**src/rtl/work_receiver.sv**
```systemverilog
`default_nettype none
// ============================================================================
// Module      : work_receiver
// Description : Deframes 80-byte work headers from the host byte link into a
//               640-bit word. Frames are SYNC_BYTE + 80 payload bytes, plus a
//               trailing XOR checksum byte when WORK_RX_CHECKSUM_EN is
//               defined. Stalled or corrupt frames are dropped and flagged on
//               frame_error.
// Revision    : 1.0 - initial release
// ============================================================================
module work_receiver #(
  parameter logic [7:0]  SYNC_BYTE      = 8'hA5,
  parameter logic [31:0] TIMEOUT_CYCLES = 32'd50_000_000
) (
  input  logic         clk,
  input  logic         rst,
  input  logic [7:0]   rx_data,
  input  logic         rx_valid,
  output logic         new_work,
  output logic [639:0] work_data,
  output logic         frame_error,
  output logic         rx_busy
);

  localparam logic [1:0] c_ST_IDLE    = 2'd0;
  localparam logic [1:0] c_ST_PAYLOAD = 2'd1;
`ifdef WORK_RX_CHECKSUM_EN
  localparam logic [1:0] c_ST_CHECK   = 2'd2;
  // All 80 payload bytes live in the shadow before the checksum byte arrives.
  localparam int         c_SHADOW_W   = 640;
`else
  // The 80th byte goes straight to work_data, so only 79 need holding.
  localparam int         c_SHADOW_W   = 632;
`endif
  localparam logic [6:0]  c_LAST_IDX  = 7'd79;
  localparam logic [31:0] c_TMO_LAST  = TIMEOUT_CYCLES - 32'd1;

  logic [1:0]            r_state;
  logic [1:0]            w_state_next;
  logic [6:0]            r_cnt;
  logic [31:0]           r_tmo;
  logic [c_SHADOW_W-1:0] r_shadow;
  logic [639:0]          r_work_data;
  logic [639:0]          w_commit_data;
  logic                  r_new_work;
  logic                  r_frame_error;
  logic                  w_sync_hit;
  logic                  w_expire;
  logic                  w_commit;
  logic                  w_abort;
`ifdef WORK_RX_CHECKSUM_EN
  logic [7:0]            r_xor;
`endif

  assign w_sync_hit = (r_state == c_ST_IDLE) && rx_valid && (rx_data == SYNC_BYTE);
  // A byte on the expiring cycle wins, hence the !rx_valid term.
  assign w_expire   = (r_state != c_ST_IDLE) && !rx_valid && (r_tmo == c_TMO_LAST);

`ifdef WORK_RX_CHECKSUM_EN
  assign w_commit_data = r_shadow;
`else
  assign w_commit_data = {r_shadow, rx_data};
`endif

  // State register
  always_ff @(posedge clk or negedge rst) begin
    if (!rst) begin
      r_state <= c_ST_IDLE;
    end else begin
      r_state <= w_state_next;
    end
  end

  // Next-state logic and commit/abort decisions
  always_comb begin
    w_state_next = r_state;
    w_commit     = 1'b0;
    w_abort      = 1'b0;
    case (r_state)
      c_ST_IDLE: begin
        if (w_sync_hit) begin
          w_state_next = c_ST_PAYLOAD;
        end
      end
      c_ST_PAYLOAD: begin
        if (w_expire) begin
          w_state_next = c_ST_IDLE;
          w_abort      = 1'b1;
        end else if (rx_valid && (r_cnt == c_LAST_IDX)) begin
`ifdef WORK_RX_CHECKSUM_EN
          w_state_next = c_ST_CHECK;
`else
          w_state_next = c_ST_IDLE;
          w_commit     = 1'b1;
`endif
        end
      end
`ifdef WORK_RX_CHECKSUM_EN
      c_ST_CHECK: begin
        if (w_expire) begin
          w_state_next = c_ST_IDLE;
          w_abort      = 1'b1;
        end else if (rx_valid) begin
          w_state_next = c_ST_IDLE;
          if (rx_data == r_xor) begin
            w_commit = 1'b1;
          end else begin
            w_abort  = 1'b1;
          end
        end
      end
`endif
      default: begin
        w_state_next = c_ST_IDLE;
      end
    endcase
  end

  // Busy whenever a frame is in flight
  always_comb begin
    rx_busy = (r_state != c_ST_IDLE);
  end

  // Byte counter, inactivity timer, shadow shift and output registers
  always_ff @(posedge clk or negedge rst) begin
    if (!rst) begin
      r_cnt         <= '0;
      r_tmo         <= '0;
      r_shadow      <= '0;
      r_work_data   <= '0;
      r_new_work    <= 1'b0;
      r_frame_error <= 1'b0;
    end else begin
      r_new_work    <= w_commit;
      r_frame_error <= w_abort;
      if (w_commit) begin
        r_work_data <= w_commit_data;
      end
      if (w_sync_hit) begin
        r_cnt <= '0;
        r_tmo <= '0;
      end else if (r_state != c_ST_IDLE) begin
        if (rx_valid) begin
          r_tmo <= '0;
        end else begin
          r_tmo <= r_tmo + 32'd1;
        end
        if (rx_valid && (r_state == c_ST_PAYLOAD)) begin
          r_cnt    <= r_cnt + 7'd1;
          r_shadow <= {r_shadow[c_SHADOW_W-9:0], rx_data};
        end
      end
    end
  end

`ifdef WORK_RX_CHECKSUM_EN
  // Running XOR of payload bytes; the sync byte never enters it
  always_ff @(posedge clk or negedge rst) begin
    if (!rst) begin
      r_xor <= '0;
    end else if (w_sync_hit) begin
      r_xor <= '0;
    end else if (rx_valid && (r_state == c_ST_PAYLOAD)) begin
      r_xor <= r_xor ^ rx_data;
    end
  end
`endif

  assign new_work    = r_new_work;
  assign frame_error = r_frame_error;
  assign work_data   = r_work_data;

endmodule
`default_nettype wire

```
**config.mk**
```make
export PLATFORM = sky130hd
export DESIGN_NAME = work_receiver
export DESIGN_NICKNAME = d
export VERILOG_FILES = /design/src/rtl/work_receiver.sv
export SDC_FILE = /design/constraint.sdc
export NUM_CORES = 2
export LEC_CHECK = 0
export ABC_CLOCK_PERIOD_IN_PS = 4250
export BUFFER_PORTS_ARGS = -buffer_cell sky130_fd_sc_hd__buf_2
export CORE_MARGIN = 10
export CORE_UTILIZATION = 45
export DETAILED_ROUTE_END_ITERATION = 8
export SYNTH_ARGS = -nofsm -noshare
export SYNTH_HDL_FRONTEND = slang
export SYNTH_SLANG_ARGS = --single-unit
```
**constraint.sdc**
```tcl
create_clock -name clk -period 4.25 [get_ports clk]
set_input_delay 0 -clock clk [delete_from_list [all_inputs] [get_ports clk]]
set_output_delay 0 -clock clk [all_outputs]
set_load 0.1 [all_outputs]
```
After elaboration in Yosys (flattened, before gate mapping)
Cells that the tools add are included.
Operators by class
  reduce and logical (&&, ||, !) cells: 14
  eq/ne operators: 6
  bitwise gates (word level): 1
  add/subtract/negate cells: 2
  muxes and demuxes: 15
Operators with widths (count)
  two-way mux 32 bit: 3
  adder 32 x 1 -> 32 bit (second input constant): 1
  equality test 32 x 26 -> 1 bit (second input constant): 1
  two-way mux 7 bit: 3
  equality test 8 bit (second input constant): 1
  adder 7 x 1 -> 7 bit (second input constant): 1
  equality test 7 bit (second input constant): 1
  logical AND 1 bit: 6
  two-way mux 2 bit: 3
  nonzero test 2 bit: 3
  two-way mux 1 bit: 5
  case mux 2 bit (2 select lines): 1
  AND reduction 2 bit: 2
  != test 3 bit (second input constant): 1
  AND reduction 3 bit: 1
  equality test 2 x 1 -> 1 bit (second input constant): 1
  zero test 2 bit: 1
  != test 2 bit (second input constant): 1
  zero test 1 bit: 1
  NOT 1 bit: 1
Word-level totals
  output and inout port bits: 643
  logic and storage cells: 45
  input bits: 11
  bits in registers: 1315

Logic depth before layout (Yosys ltp)
  word-level depth: 5
  gate-level depth with buffers: 10
  depth with buffers taken out: 7

Least setup slack after synthesis
Ideal clock, no wire load.
  kind: register -> register
  start: register r_state[0]
  end: register r_work_data[100], in the netlist work_data[100]
  period minus slack after synthesis: 2275 ps
  arrival time: 2156 ps
  setup time: 120 ps
  slack: 1975 ps
  buffers on the path: 3
  stages on the path, launching flop included: 9
  data required time: 4130 ps
  path through: dfrtp_1 nand2_1 nor2_1 nand3_1 buf_2 clkbuf_1 buf_2 nand2_1 nand2_1
On the way
  longest elaborated chain between the ends: 5
  elaborated cells on any way between the ends: 6
  those cells by class: eq/ne (1); mux (2); reduce/logical (3)
Ends and longest elaborated chain
  start: declaration: RTL line 38  | logic [1:0] r_state;
  start signal: assignment: RTL line 68  | r_state <= c_ST_IDLE;
  start signal: assignment: RTL line 70  | r_state <= w_state_next;
  nonzero test 2 bit: RTL line 57  | assign w_expire = (r_state != c_ST_IDLE) && !rx_valid && (r_tmo == c_TMO_LAST);
  logical AND 1 bit (2 in series): RTL line 57
  two-way mux 1 bit: RTL line 86  | if (w_expire) begin
  two-way mux 1 bit *: RTL line 79  | case (r_state)
  end signal: assignment: RTL line 137  | r_work_data <= w_commit_data;
  end: declaration: RTL line 43  | logic [639:0] r_work_data;
Mark *: on every way between the ends. The rest lies on a longest branch, timed or not.
A chain may end at the register's enable or synchronous reset.

Final worst setup path
  start: register r_cnt[0]
  end: register r_work_data[612], in the netlist work_data[612]
On the way
  longest elaborated chain between the ends: 5
Ends and longest elaborated chain
  start: declaration: RTL line 40  | logic [6:0] r_cnt;
  start signal: assignment: RTL line 149  | r_cnt <= r_cnt + 7'd1;
  equality test 7 bit: RTL line 89  | end else if (rx_valid && (r_cnt == c_LAST_IDX)) begin
  logical AND 1 bit: RTL line 89
  two-way mux 1 bit: RTL line 89
  two-way mux 1 bit: RTL line 86
  two-way mux 1 bit: RTL line 79
Every way passes these cells.

==> reports/results.ini <==
[timing]
finalSetupViolCount=0
fin_setup_tns_ns=0
drv_slew=0
fin_crit_sh=0.6479
clock_skew_ns=0.02831
slew_headroom=0.1441
timing.final.hold_violations=0
fin_crit_ns=2.754
fmax_mhz=363.2
tightest_slew_ns=1.284
grt_setup_unrepaired=no

[setup_path]
r2r_cells=8
startpoint=r_cnt[0]$_DFFE_PN0P_
worst-path-buf-inv=2
path_cells=ha_1, nand3_1, nor2_1, nand3_4, inv_8, buf_4, nand2_1, nand2_1
crit_family=buffers and inverters
cpMostUsedCell=nand2_1
rrSetupSlack_ns=1.50
cp_data_arrival_time_ns=3.41
cp_max_fo=94
path_depth=8
max_stage_delay_ns=0.66
worst-setup-path-type=reg -> reg
critPathSlowestCell=inv_8
cp-end-kind=register
r2r_start=r_cnt[0]$_DFFE_PN0P_
cp_data_required_time_ns=4.91
startpoint_type=register
r2r-end=work_data[612]$_DFFE_PN0P_

[global_routing]
grtUsageTotal=0.2301
grt-ovfl-total=0
grt_pass1_vias=37740
grt_pass1_wl_um=228500
grt_antenna_before_repair=2
grt_max_degree=212

[final_layout]
most-common-layout-cells=3,844 x nand2_1, 1,314 x dfrtp_1, 652 x buf_2, 148 x clkbuf_16, 33 x clkbuf_1
layout.cells.non_filler=7781
area_growth_pct=18.82
fillers=10220
final_common_cell=nand2_1
drive_above_1_share=0.1480
finalNetCount=6215

[synth]
yosysSeqAreaShare=0.6609
synthCells=5638
synth_edf_count=0
async_reset_ff_frac=1.000
synth_top_area_frac=0.6609
synth-seq-cells=1314
synthDistinctLibCells=47
ys_warn_count=0
synth_flop_cell=dfrtp_1
yosys.area.top_type=dfrtp_1
syn_area_um2=49750
synthTopCellsByArea=dfrtp_1 66%, nand2_1 29%, buf_2 1.5%, clkbuf_1 1.0%, o21ai_0 0.29%
syn_area_per_cell_um2=8.825
synth.net_count=5651

[die]
die_width_um=352.5
core_region_area_um2=109300
rows=121
pin_count=654
die_h_um=352.5
die_area_um2=124300
start_util=0.4552

[cts]
cts-buffers-inserted=139
hold_buffers=11
postCtsResizedCells=0
cts-root-to-sink-buffers=3
path_clk_slew_ns=0.06
clk_latency_ns=0.73
ctsHtreeMaxLevel=4
cts_root_buffer=clkbuf_16
cts_tree=built
cts_setup_buffers=0
cts.sinks=1314

[routing]
drt-total-wl_um=144600
drt_first_pass_iters=7
drt-initial-drc-count=3114
drc=0
vias_per_cell=4.895
ant_nets=0
wl_per_cell_um=18.59
vias=38090

[status]
status=completed

[job]
max-cap-violations=0

[power_and_ir_drop]
leakage_uw=0.03563
power.density_nw_per_um2=434.0
ir_drop_mv=0.2891

[worst_hold_path]
hold_depth=4
hold_end=work_data[3]$_DFFE_PN0P_
timing.hold.worst.start=rx_data[3]
hp-class=in -> reg

[placement]
dp_hpwl_um=93660
gp_congestion=0.8198
port_buffers=653
dp.cells=7526

[report_power, final]
group	switching (uW)	internal [uW]
registers	116	12600
logic	536	116
clock network	4940	7340
total	5590	20100
[per-stage QoR]
stage / hold WS, ns / util / power (uW) / cell area [um2] / setup slack [ns]
detailed placement: 0.08866 / 0.4972 / 13610 / 54350 / 1.427
global route: 0.1173 / 0.5408 / 26540 / 59120 / 1.189
CTS: 0.04975 / 0.5408 / 25950 / 59120 / 1.430
global placement: 0.08757 / 0.4972 / 13610 / 54350 / 1.531
finish: 0.1312 / 0.5408 / 25660 / 59120 / 1.496
floorplan: -0.2956 / - / 13160 / 49750 / 1.975
[how the worst max path moves through the flow]
stage	to	slack, ns
after floorplan	work_data[100]$_DFFE_PN0P_	1.97
after global placement	work_data[19]$_DFFE_PN0P_	1.53
after detailed placement	work_data[612]$_DFFE_PN0P_	1.43
after CTS	work_data[612]$_DFFE_PN0P_	1.43
after global routing	work_data[194]$_DFFE_PN0P_	1.19
final	work_data[612]$_DFFE_PN0P_	1.50
[layout make-up]
| class | instances | area (um2) | area share |
|---|---|---|---|
| clock buffer | 210 | 4227 | 0.07149 |
| clock inverter | 33 | 412.9 | 0.006984 |
| antenna | 1 | 2.502 | 0.00004233 |
| timing repair buffer | 721 | 4164 | 0.07044 |
| tap | 1476 | 1847 | 0.03124 |
| inverter | 5 | 26.28 | 0.0004445 |
| sequential | 1314 | 32880 | 0.5562 |
| multi-input combinational | 4021 | 15560 | 0.2632 |
[cells in the mapped netlist (3+ instances only)]
cell / count
nor2b_1: 3
and4_1: 3
nor2_1: 25
nand2_1: 3845
a31oi_1: 8
buf_4: 3
nor3_1: 10
a21oi_1: 9
o22ai_1: 3
o21ai_0: 29
clkbuf_1: 139
inv_1: 4
xor2_1: 4
buf_2: 150
nand4_1: 20
nor4_1: 3
o31ai_1: 3
dfrtp_1: 1314
nand3_1: 8
o211ai_1: 3
o21ai_1: 9
and2_1: 4
buf_1: 6
[worst reg2reg max path, stage by stage (launching register included)]
cell	delay (ns)
dfrtp_1	0.38
ha_1	0.18
nand3_1	0.07
nor2_1	0.29
nand3_4	0.43
inv_8	0.67
buf_4	0.49
nand2_1	0.12
nand2_1	0.08
[state kept, by name (all words and copies together), names as in the netlist]
name / flops
r_cnt: 7
r_shadow: 632
work_data: 640
frame_error: 1
r_tmo: 32
new_work: 1
r_state: 1
[cells by family (layout without fill, tap and decap cells)]
family                     Yosys count  after routing  synth area share
xor gates and xnor gates             6              6          0.001056
and+or+nand+nor                   3940           3940            0.3021
other                                0              1                 0
muxes                                1              1         0.0002012
AOI/OAI and AO/OA                   72             72          0.008374
buffers and inverters              303            969           0.02686
adders and majority gates            2              2         0.0005029
DFF                               1314           1314            0.6609
[per-layer routing]
layer	vias to the layer above	track usage	part of all wire
li1	18250	-	-
met1	18630	0.3165	0.45
met2	1006	0.3533	0.46
met3	206	0.05535	0.063
met4	0	0.08341	0.034
met5	-	0	0
Power figures use the tool's default switching activity.
